### config.mk
export PLATFORM = sky130hd
export DESIGN_NAME = sirv_gnrl_rr_arb_stage_flat
export DESIGN_NICKNAME = d
export VERILOG_FILES = /design/src/rtl/sirv_gnrl_rr_arb_stage_if.sv /design/src/rtl/sirv_gnrl_rr_arb_stage.sv /design/src/flat_wrapper.sv
export SDC_FILE = /design/constraint.sdc
export NUM_CORES = 1
export LEC_CHECK = 0
export CORE_AREA = 4 4 100 102
export DETAILED_ROUTE_END_ITERATION = 12
export DIE_AREA = 0 0 104 106
export PLACE_DENSITY = 0.76
export SYNTH_ARGS = -nofsm -noshare
export SYNTH_HDL_FRONTEND = slang
export SYNTH_SLANG_ARGS = --single-unit
### constraint.sdc
create_clock -name clk -period 3.6 [get_ports clk]
set_clock_uncertainty 0.2 [all_clocks]
set_input_delay 0.36 -clock clk [delete_from_list [all_inputs] [get_ports clk]]
set_output_delay 0.36 -clock clk [all_outputs]
set_load 0.005 [all_outputs]
### src/rtl/sirv_gnrl_rr_arb_stage_if.sv
`timescale 1ns/1ps
// sirv_gnrl_rr_arb_stage_if
// Bundles the N requester channels and the single downstream channel of the
// round-robin arbitration stage.
//   i_vld  [N]     per-requester valid          (requester -> stage)
//   i_rdy  [N]     per-requester ready          (stage -> requester)
//   i_dat  [N*DW]  requester k data at [k*DW +: DW]
//   i_last [N]     requester k beat ends its burst
//   o_vld          stage holds a beat           (stage -> downstream)
//   o_rdy          downstream ready             (downstream -> stage)
//   o_dat  [DW]    registered data
//   o_id   [IW]    index of the requester that supplied o_dat
//   o_last         registered i_last of that beat
// The slave modport is the arbitration stage itself; the master modport is
// the environment that sources requests and sinks the output.
interface sirv_gnrl_rr_arb_stage_if #(
  parameter int N  = 4,
  parameter int DW = 32,
  parameter int IW = (N > 1) ? $clog2(N) : 1
);
  logic [N-1:0]    i_vld;
  logic [N-1:0]    i_rdy;
  logic [N*DW-1:0] i_dat;
  logic [N-1:0]    i_last;
  logic            o_vld;
  logic            o_rdy;
  logic [DW-1:0]   o_dat;
  logic [IW-1:0]   o_id;
  logic            o_last;

  modport slave (
    input  i_vld, i_dat, i_last, o_rdy,
    output i_rdy, o_vld, o_dat, o_id, o_last
  );

  modport master (
    output i_vld, i_dat, i_last, o_rdy,
    input  i_rdy, o_vld, o_dat, o_id, o_last
  );
endinterface

### src/rtl/sirv_gnrl_rr_arb_stage.sv
`timescale 1ns/1ps
// sirv_gnrl_rr_arb_stage
// One registered valid/ready pipe stage shared by N requesters. A round-robin
// pointer picks the next requester; with ALLOW_LOCK=1 a requester that sends a
// non-last beat keeps exclusive ownership of the stage until its last beat.
// The winning beat is registered together with the requester index.
// Ports:
//   clk  clock, all state on the rising edge
//   rst  asynchronous reset, active-high; discards any held beat and lock
//   bus  sirv_gnrl_rr_arb_stage_if.slave (requester side and output side)
// Parameters:
//   N, DW       requester count and data width
//   CUT_READY   1: accept only when empty (no o_rdy -> i_rdy path)
//   ALLOW_LOCK  1: hold the grant across a burst until i_last
module sirv_gnrl_rr_arb_stage #(
  parameter int N          = 4,
  parameter int DW         = 32,
  parameter int CUT_READY  = 0,
  parameter int ALLOW_LOCK = 1
) (
  input logic                     clk,
  input logic                     rst,
  sirv_gnrl_rr_arb_stage_if.slave bus
);
  localparam int IW = (N > 1) ? $clog2(N) : 1;

  logic          vld_q, vld_d;
  logic [DW-1:0] dat_q, dat_d;
  logic [IW-1:0] id_q, id_d;
  logic          last_q, last_d;
  logic [IW-1:0] ptr_q, ptr_d;
  logic          lock_q, lock_d;
  logic [IW-1:0] lock_id_q, lock_id_d;

  logic          stage_rdy;
  logic          pop;
  logic          acc;
  logic          found;
  logic [N-1:0]  gnt;
  logic [IW-1:0] win_id;
  logic [IW-1:0] sel_id;
  int            sel_idx;
  logic [DW-1:0] win_dat;
  logic          win_last;

  assign pop       = vld_q & bus.o_rdy;
  assign stage_rdy = (CUT_READY != 0) ? ~vld_q : (~vld_q | pop);

  // Grant selection. While locked only the owner may be granted, even when it
  // is idle, so no other requester can slip a beat into the middle of a burst.
  // Otherwise scan from the pointer upward with wrap-around.
  always_comb begin
    gnt     = '0;
    win_id  = '0;
    found   = 1'b0;
    sel_idx = 0;
    sel_id  = '0;
    if (lock_q) begin
      gnt[lock_id_q] = bus.i_vld[lock_id_q];
      win_id         = lock_id_q;
    end else begin
      for (int i = 0; i < N; i++) begin
        sel_idx = int'(ptr_q) + i;
        if (sel_idx >= N) sel_idx = sel_idx - N;
        sel_id = IW'(sel_idx);
        if (!found && bus.i_vld[sel_id]) begin
          found       = 1'b1;
          gnt[sel_id] = 1'b1;
          win_id      = sel_id;
        end
      end
    end
  end

  // The grant is one-hot or zero, so an OR-style mux picks the winner's beat.
  always_comb begin
    win_dat  = '0;
    win_last = 1'b0;
    for (int k = 0; k < N; k++) begin
      if (gnt[k]) begin
        win_dat  = bus.i_dat[k*DW +: DW];
        win_last = bus.i_last[k];
      end
    end
  end

  assign acc = stage_rdy & (|gnt);

  // Next-state: an accept always loads the stage (covering pop+accept in the
  // same cycle); a pop without an accept empties it. The pointer only moves
  // past a requester once its burst is complete.
  always_comb begin
    vld_d     = vld_q;
    dat_d     = dat_q;
    id_d      = id_q;
    last_d    = last_q;
    ptr_d     = ptr_q;
    lock_d    = lock_q;
    lock_id_d = lock_id_q;
    if (acc) begin
      vld_d  = 1'b1;
      dat_d  = win_dat;
      id_d   = win_id;
      last_d = win_last;
      if (win_last || (ALLOW_LOCK == 0)) begin
        ptr_d = (win_id == IW'(N - 1)) ? '0 : win_id + IW'(1);
      end
      if (ALLOW_LOCK != 0) begin
        lock_d = ~win_last;
        if (!win_last) lock_id_d = win_id;
      end
    end else if (pop) begin
      vld_d = 1'b0;
    end
  end

  always_ff @(posedge clk or posedge rst) begin
    if (rst) begin
      vld_q     <= 1'b0;
      dat_q     <= '0;
      id_q      <= '0;
      last_q    <= 1'b0;
      ptr_q     <= '0;
      lock_q    <= 1'b0;
      lock_id_q <= '0;
    end else begin
      vld_q     <= vld_d;
      dat_q     <= dat_d;
      id_q      <= id_d;
      last_q    <= last_d;
      ptr_q     <= ptr_d;
      lock_q    <= lock_d;
      lock_id_q <= lock_id_d;
    end
  end

  assign bus.i_rdy  = stage_rdy ? gnt : '0;
  assign bus.o_vld  = vld_q;
  assign bus.o_dat  = dat_q;
  assign bus.o_id   = id_q;
  assign bus.o_last = last_q;

endmodule

### src/flat_wrapper.sv
// flat-port wrapper written by rule: the top's interface ports become plain ports
module sirv_gnrl_rr_arb_stage_flat 
#(
  parameter int N          = 4,
  parameter int DW         = 32,
  parameter int CUT_READY  = 0,
  parameter int ALLOW_LOCK = 1
)
  (clk, rst, bus_i_vld, bus_i_dat, bus_i_last, bus_o_rdy, bus_i_rdy, bus_o_vld, bus_o_dat, bus_o_id, bus_o_last);
  sirv_gnrl_rr_arb_stage_if #(.N(N), .DW(DW)) bus_i ();
  input logic clk;
  input logic rst;
  input wire logic [$bits(bus_i.i_vld)-1:0] bus_i_vld;
  input wire logic [$bits(bus_i.i_dat)-1:0] bus_i_dat;
  input wire logic [$bits(bus_i.i_last)-1:0] bus_i_last;
  input wire logic [$bits(bus_i.o_rdy)-1:0] bus_o_rdy;
  output wire logic [$bits(bus_i.i_rdy)-1:0] bus_i_rdy;
  output wire logic [$bits(bus_i.o_vld)-1:0] bus_o_vld;
  output wire logic [$bits(bus_i.o_dat)-1:0] bus_o_dat;
  output wire logic [$bits(bus_i.o_id)-1:0] bus_o_id;
  output wire logic [$bits(bus_i.o_last)-1:0] bus_o_last;
  assign bus_i.i_vld = bus_i_vld;
  assign bus_i.i_dat = bus_i_dat;
  assign bus_i.i_last = bus_i_last;
  assign bus_i.o_rdy = bus_o_rdy;
  assign bus_i_rdy = bus_i.i_rdy;
  assign bus_o_vld = bus_i.o_vld;
  assign bus_o_dat = bus_i.o_dat;
  assign bus_o_id = bus_i.o_id;
  assign bus_o_last = bus_i.o_last;
  sirv_gnrl_rr_arb_stage #(.N(N), .DW(DW), .CUT_READY(CUT_READY), .ALLOW_LOCK(ALLOW_LOCK)) u_core (.clk(clk), .rst(rst), .bus(bus_i));
endmodule
==> results <==
- Row generation in the floorplan step produced 35 rows.
- The I/O pin total is 179.
- The worst setup path is of the reg -> out kind.
- The setup check on the worst reg-to-reg path leaves a slack of 0.29 ns.
- The repair_antennas step left the layout with diodes totalling 0.
- The final hold slack is 0.290 ns.
- In this run, synthesis produced a sequential element count of 41.
- The proportion of power drawn by the clock network is 0.067.
- Of the cells placed in the final design, the portion with a size suffix greater than 1 is 0.114.
- The share of total power dissipated in combinational logic is 0.766.
- The data arrival time of the worst path is 2.90 ns.
- The synthesized design contains 0 enable-type register cells.
- The count of cells along the worst register-to-register path is 9.
- Clock tree synthesis selected as its root buffer the cell clkbuf_8.
- The height of the die is 106 um.
- After filler insertion, the fill cell instance count of the layout stands at 807.
- The final weighted congestion in routability-driven placement is 0.878.
- Of the total power, the share spent switching nets is 0.454.
- After the last flow step, the layout net total stands at 682.
- The CTS buffer count is 5.
- The total wire length is 12100 um.
- The clock-pin slew reported for the worst setup and hold paths after clock tree synthesis is 0.08 ns.
- The data required time at the worst endpoint is 3.04 ns.
- CTS saw 41 sinks.
- Traced cell by cell, the critical path runs through buf_6 > mux4_2 > nor2_4 > o21ai_2 > or3b_4 > o211a_4 > nor2_1 > clkdlybuf4s50_1.
- By count the netlist is led by 45 x nand2_1, 41 x dfrtp_1, 41 x nor2_1.
- The busiest layer in global routing is met2.
- The flow ran to the end, and the final reports show no timing, DRC or antenna violations.
- The detailed-placement wirelength estimate is 9120 um.
- The dominant cell by count in the synthesized netlist is nand2_1.
- In this run, post-CTS hold repair placed 0 buffers.
- The number of remaining DRC errors is 0.
- The met1 demand-to-capacity share in global routing is 0.255.
- The share of the cycle needed by the critical path after routing is 0.961.
- A synthesized cell averages 8.82 um2.
- The overall via count from detail_route is 3616.
- The multi-input combinational cells in the finished layout cover a total of 0.00192 mm2.
- The reported net switching power is 2.44 mW.
- Among all flip-flop cells after synthesis, the most frequent one is dfrtp_1.
- The die covers 0.0110 mm2.
- STA classifies the critical path endpoint as an output pin.
- The worst setup path is launched from a register.
- The internal power of the cells is 2.94 mW.
- For the worst-skew pair, the clock arrives at the later sink with an insertion delay of 0.29 ns.
- For this run, the total global-route usage over all layers was measured as 0.208.
- The largest area contributor in the synthesized netlist is dfrtp_1.
- The sequential power share is 0.167.
- The maximum number of pins on one net before global-route repair is 49.
- Along the worst path, the maximum fanout reaches 21.
- The quantity of I/O buffers inserted on ports is 178.
- The max-slew headroom at the worst pin is 0.543.
- Global routing finished with a remaining overflow of 0.
- The endpoint of the most critical setup path is bus_i_rdy[3].
- The H-tree depth is 2.
- The die is 104 um wide.
- The first global-routing pass estimated 18700 um of wire.
- For this run, global-route usage on met2 was measured as 0.368.
- Sorting the synthesized cells by area gives the leading types as dfrtp_1 33%, a221o_1 10%, o211ai_1 8.7%.
- The yosys synthesis warning count is 0.
- The first detailed-routing pass took 4 iterations.
- The number of unique standard cell types used by synthesis is 52.
- Of the post-synthesis cell area, the dominant cell type holds 0.329.
- The routed length per instance is 18.7 um.
- Setup violations remaining at the end of the flow were counted as 0.
- The TritonCTS clock tree is done.
- In the final layout, flip-flops and latches occupy 0.00103 mm2.
- The core area is 0.00911 mm2.
- The violation count after the first detailed-routing iteration is 166.
- The number of max-cap violations is 0.
- The worst supply voltage drop on vdd is 1.34 mV.
- Based on the critical path, the design can be clocked at up to 289 MHz.
- The count of final hold-check violations is 0.
- The initial antenna violation count is 0.
- The peak per-stage delay on the critical path is 0.59 ns.
- The startpoint of the worst register-to-register path is u_core.ptr_q[0].
- The total leakage power is 2.04 nW.
- The final critical path time including I/O delays and setup is 3.46 ns.
- The initial utilization of the core area, before any placement, comes to 0.343.
- The sequential fraction of the synthesis area is 0.329.
- The most critical setup path has its startpoint at u_core.ptr_q[0].
- In this run the worst hold path is classified as reg -> reg.
- The post-synthesis to final-layout area growth is 68.6%.
- The met3 usage is 0.0546.
- The maximum buffer depth of the clock tree is 2.
- The max-slew violation count was 0.
- The remaining antenna violation count is 0.
- The number of nets in the synthesized netlist is 500.
- Dividing the detail-routed via count by the number of cells gives 5.59.
- The number of global-route vias before repair is 3547.
- For this run, asynchronously set or reset flops after synthesis account for 1.00.
- The cell with the largest stage delay on the worst path is mux4_2.
- The synthesized cell area is 0.00312 mm2.
- The capture instance of the worst register-to-register path is u_core.lock_id_q[1].
- At the pin with the least slew margin, the transition time is 0.686 ns.
- The cell count after synthesis came out at 354.
- The cell area power density is 1020 mW/mm2.
- Adding up every negative setup slack in the final design gives 0 ns.
==> worst max-delay path, delay by kind of cell (launching register included) <==
kind	cells	cell delay [ns]
buffers and inverters	2	0.72
AND/OR/NAND/NOR	3	0.69
multiplexers	1	0.59
flip-flops	1	0.36
AO/OA/AOI/OAI	2	0.25
==> kinds of logic (layout without fill, tap and decap cells) <==
kind of cell    after synthesis  after routing  share of synthesized area
compound gates              131            131                      0.336
xor+xnor                      1              1                    0.00281
fa+ha+maj                     7              7                     0.0281
buf+inv                      43            225                     0.0653
flops                        41             41                      0.329
mux                          19             19                     0.0802
simple gates                112            112                      0.159
==> routing by layer <==
layer | up-vias | routed length (um) | share of wire
li1 | 1724 | - | -
met1 | 1714 | 5020 | 0.42
met2 | 161 | 5940 | 0.49
met3 | 17 | 917 | 0.076
met4 | 0 | 207 | 0.017
met5 | - | 0 | 0
==> timing repair <==
item,4_1_cts,5_1_grt
gates resized for setup,2,4
endpoints found under the setup margin,3,3
pin swaps,0,1
setup buffers,1,4
endpoints found under the hold margin,0,0
==> sequential cells by signal, summed over array words and instances (netlist names) <==
name               cells
u_core.bus.o_dat      32
u_core.bus.o_id        2
u_core.bus.o_vld       1
u_core.lock_q          1
u_core.lock_id_q       2
u_core.bus.o_last      1
u_core.ptr_q           2
==> cell usage in the layout, fill, tap and decap left out, types with 2 or more instances in the layout <==
cell             Yosys  layout
buf_4                2      30
mux2i_1             10      10
buf_6                2       2
inv_1                7       5
dfrtp_1             41      41
mux2_2               3       3
a31oi_1             32      32
nand3_1              4       4
nor3_1               3       3
a21o_1               2       2
ha_1                 7       6
o21ai_0              5       5
a221o_1             32      32
mux4_2               3       3
o21ai_2              2       2
nand2b_1             6       6
clkdlybuf4s50_1      0     178
o22ai_1              3       3
and2_1               2       2
and3_1               2       2
nand2_1             45      45
o211ai_1            36      36
nor2_1              41      41
a21oi_1              4       4
clkbuf_8             0       5
==> how the worst min path moves through the flow <==
| stage | start | endpoint | cells after the start |
|---|---|---|---|
| floorplan | u_core.bus.o_id[1] | u_core.bus.o_id[1] | 2 |
| global placement | u_core.bus.o_id[1] | u_core.bus.o_id[1] | 2 |
| detailed placement | u_core.bus.o_id[1] | u_core.bus.o_id[1] | 2 |
| CTS | u_core.bus.o_id[1] | u_core.bus.o_id[1] | 2 |
| global route | u_core.bus.o_id[1] | u_core.bus.o_id[1] | 2 |
| finish | u_core.bus.o_id[1] | u_core.bus.o_id[1] | 2 |
==> final cells by class <==
| cell class | instances | share of cell area |
|---|---|---|
| multi-input combinational | 270 | 0.365 |
| inverter | 7 | 0.00499 |
| tap | 111 | 0.0264 |
| sequential | 41 | 0.195 |
| clock inverter | 2 | 0.00666 |
| timing repair buffer | 211 | 0.389 |
| clock buffer | 5 | 0.0131 |
==> stage by stage <==
| stage | cells | area [um2] | setup WS (ns) | utilization | power, mW |
|---|---|---|---|---|---|
| floorplan | 354 | 3120 | 0.0748 | - | 3.46 |
| CTS | 643 | 5220 | 0.00687 | 0.573 | 5.33 |
| finish | 647 | 5260 | 0.140 | 0.578 | 5.38 |
| global route | 647 | 5260 | -0.00296 | 0.578 | 5.80 |
| detailed placement | 635 | 5090 | 0.104 | 0.559 | 4.92 |
| global placement | 635 | 5090 | 0.149 | 0.559 | 4.85 |
==> power by group through the flow <==
stage / Clock (mW) / Sequential, mW / Combinational (mW)
after floorplan: 0 / 0.882 / 2.58
after global placement: 0 / 0.891 / 3.96
after detailed placement: 0 / 0.895 / 4.02
after CTS: 0.373 / 0.887 / 4.07
after global routing: 0.388 / 0.927 / 4.48
final: 0.361 / 0.897 / 4.12
Note: power is estimated with default switching activity, not from simulation.
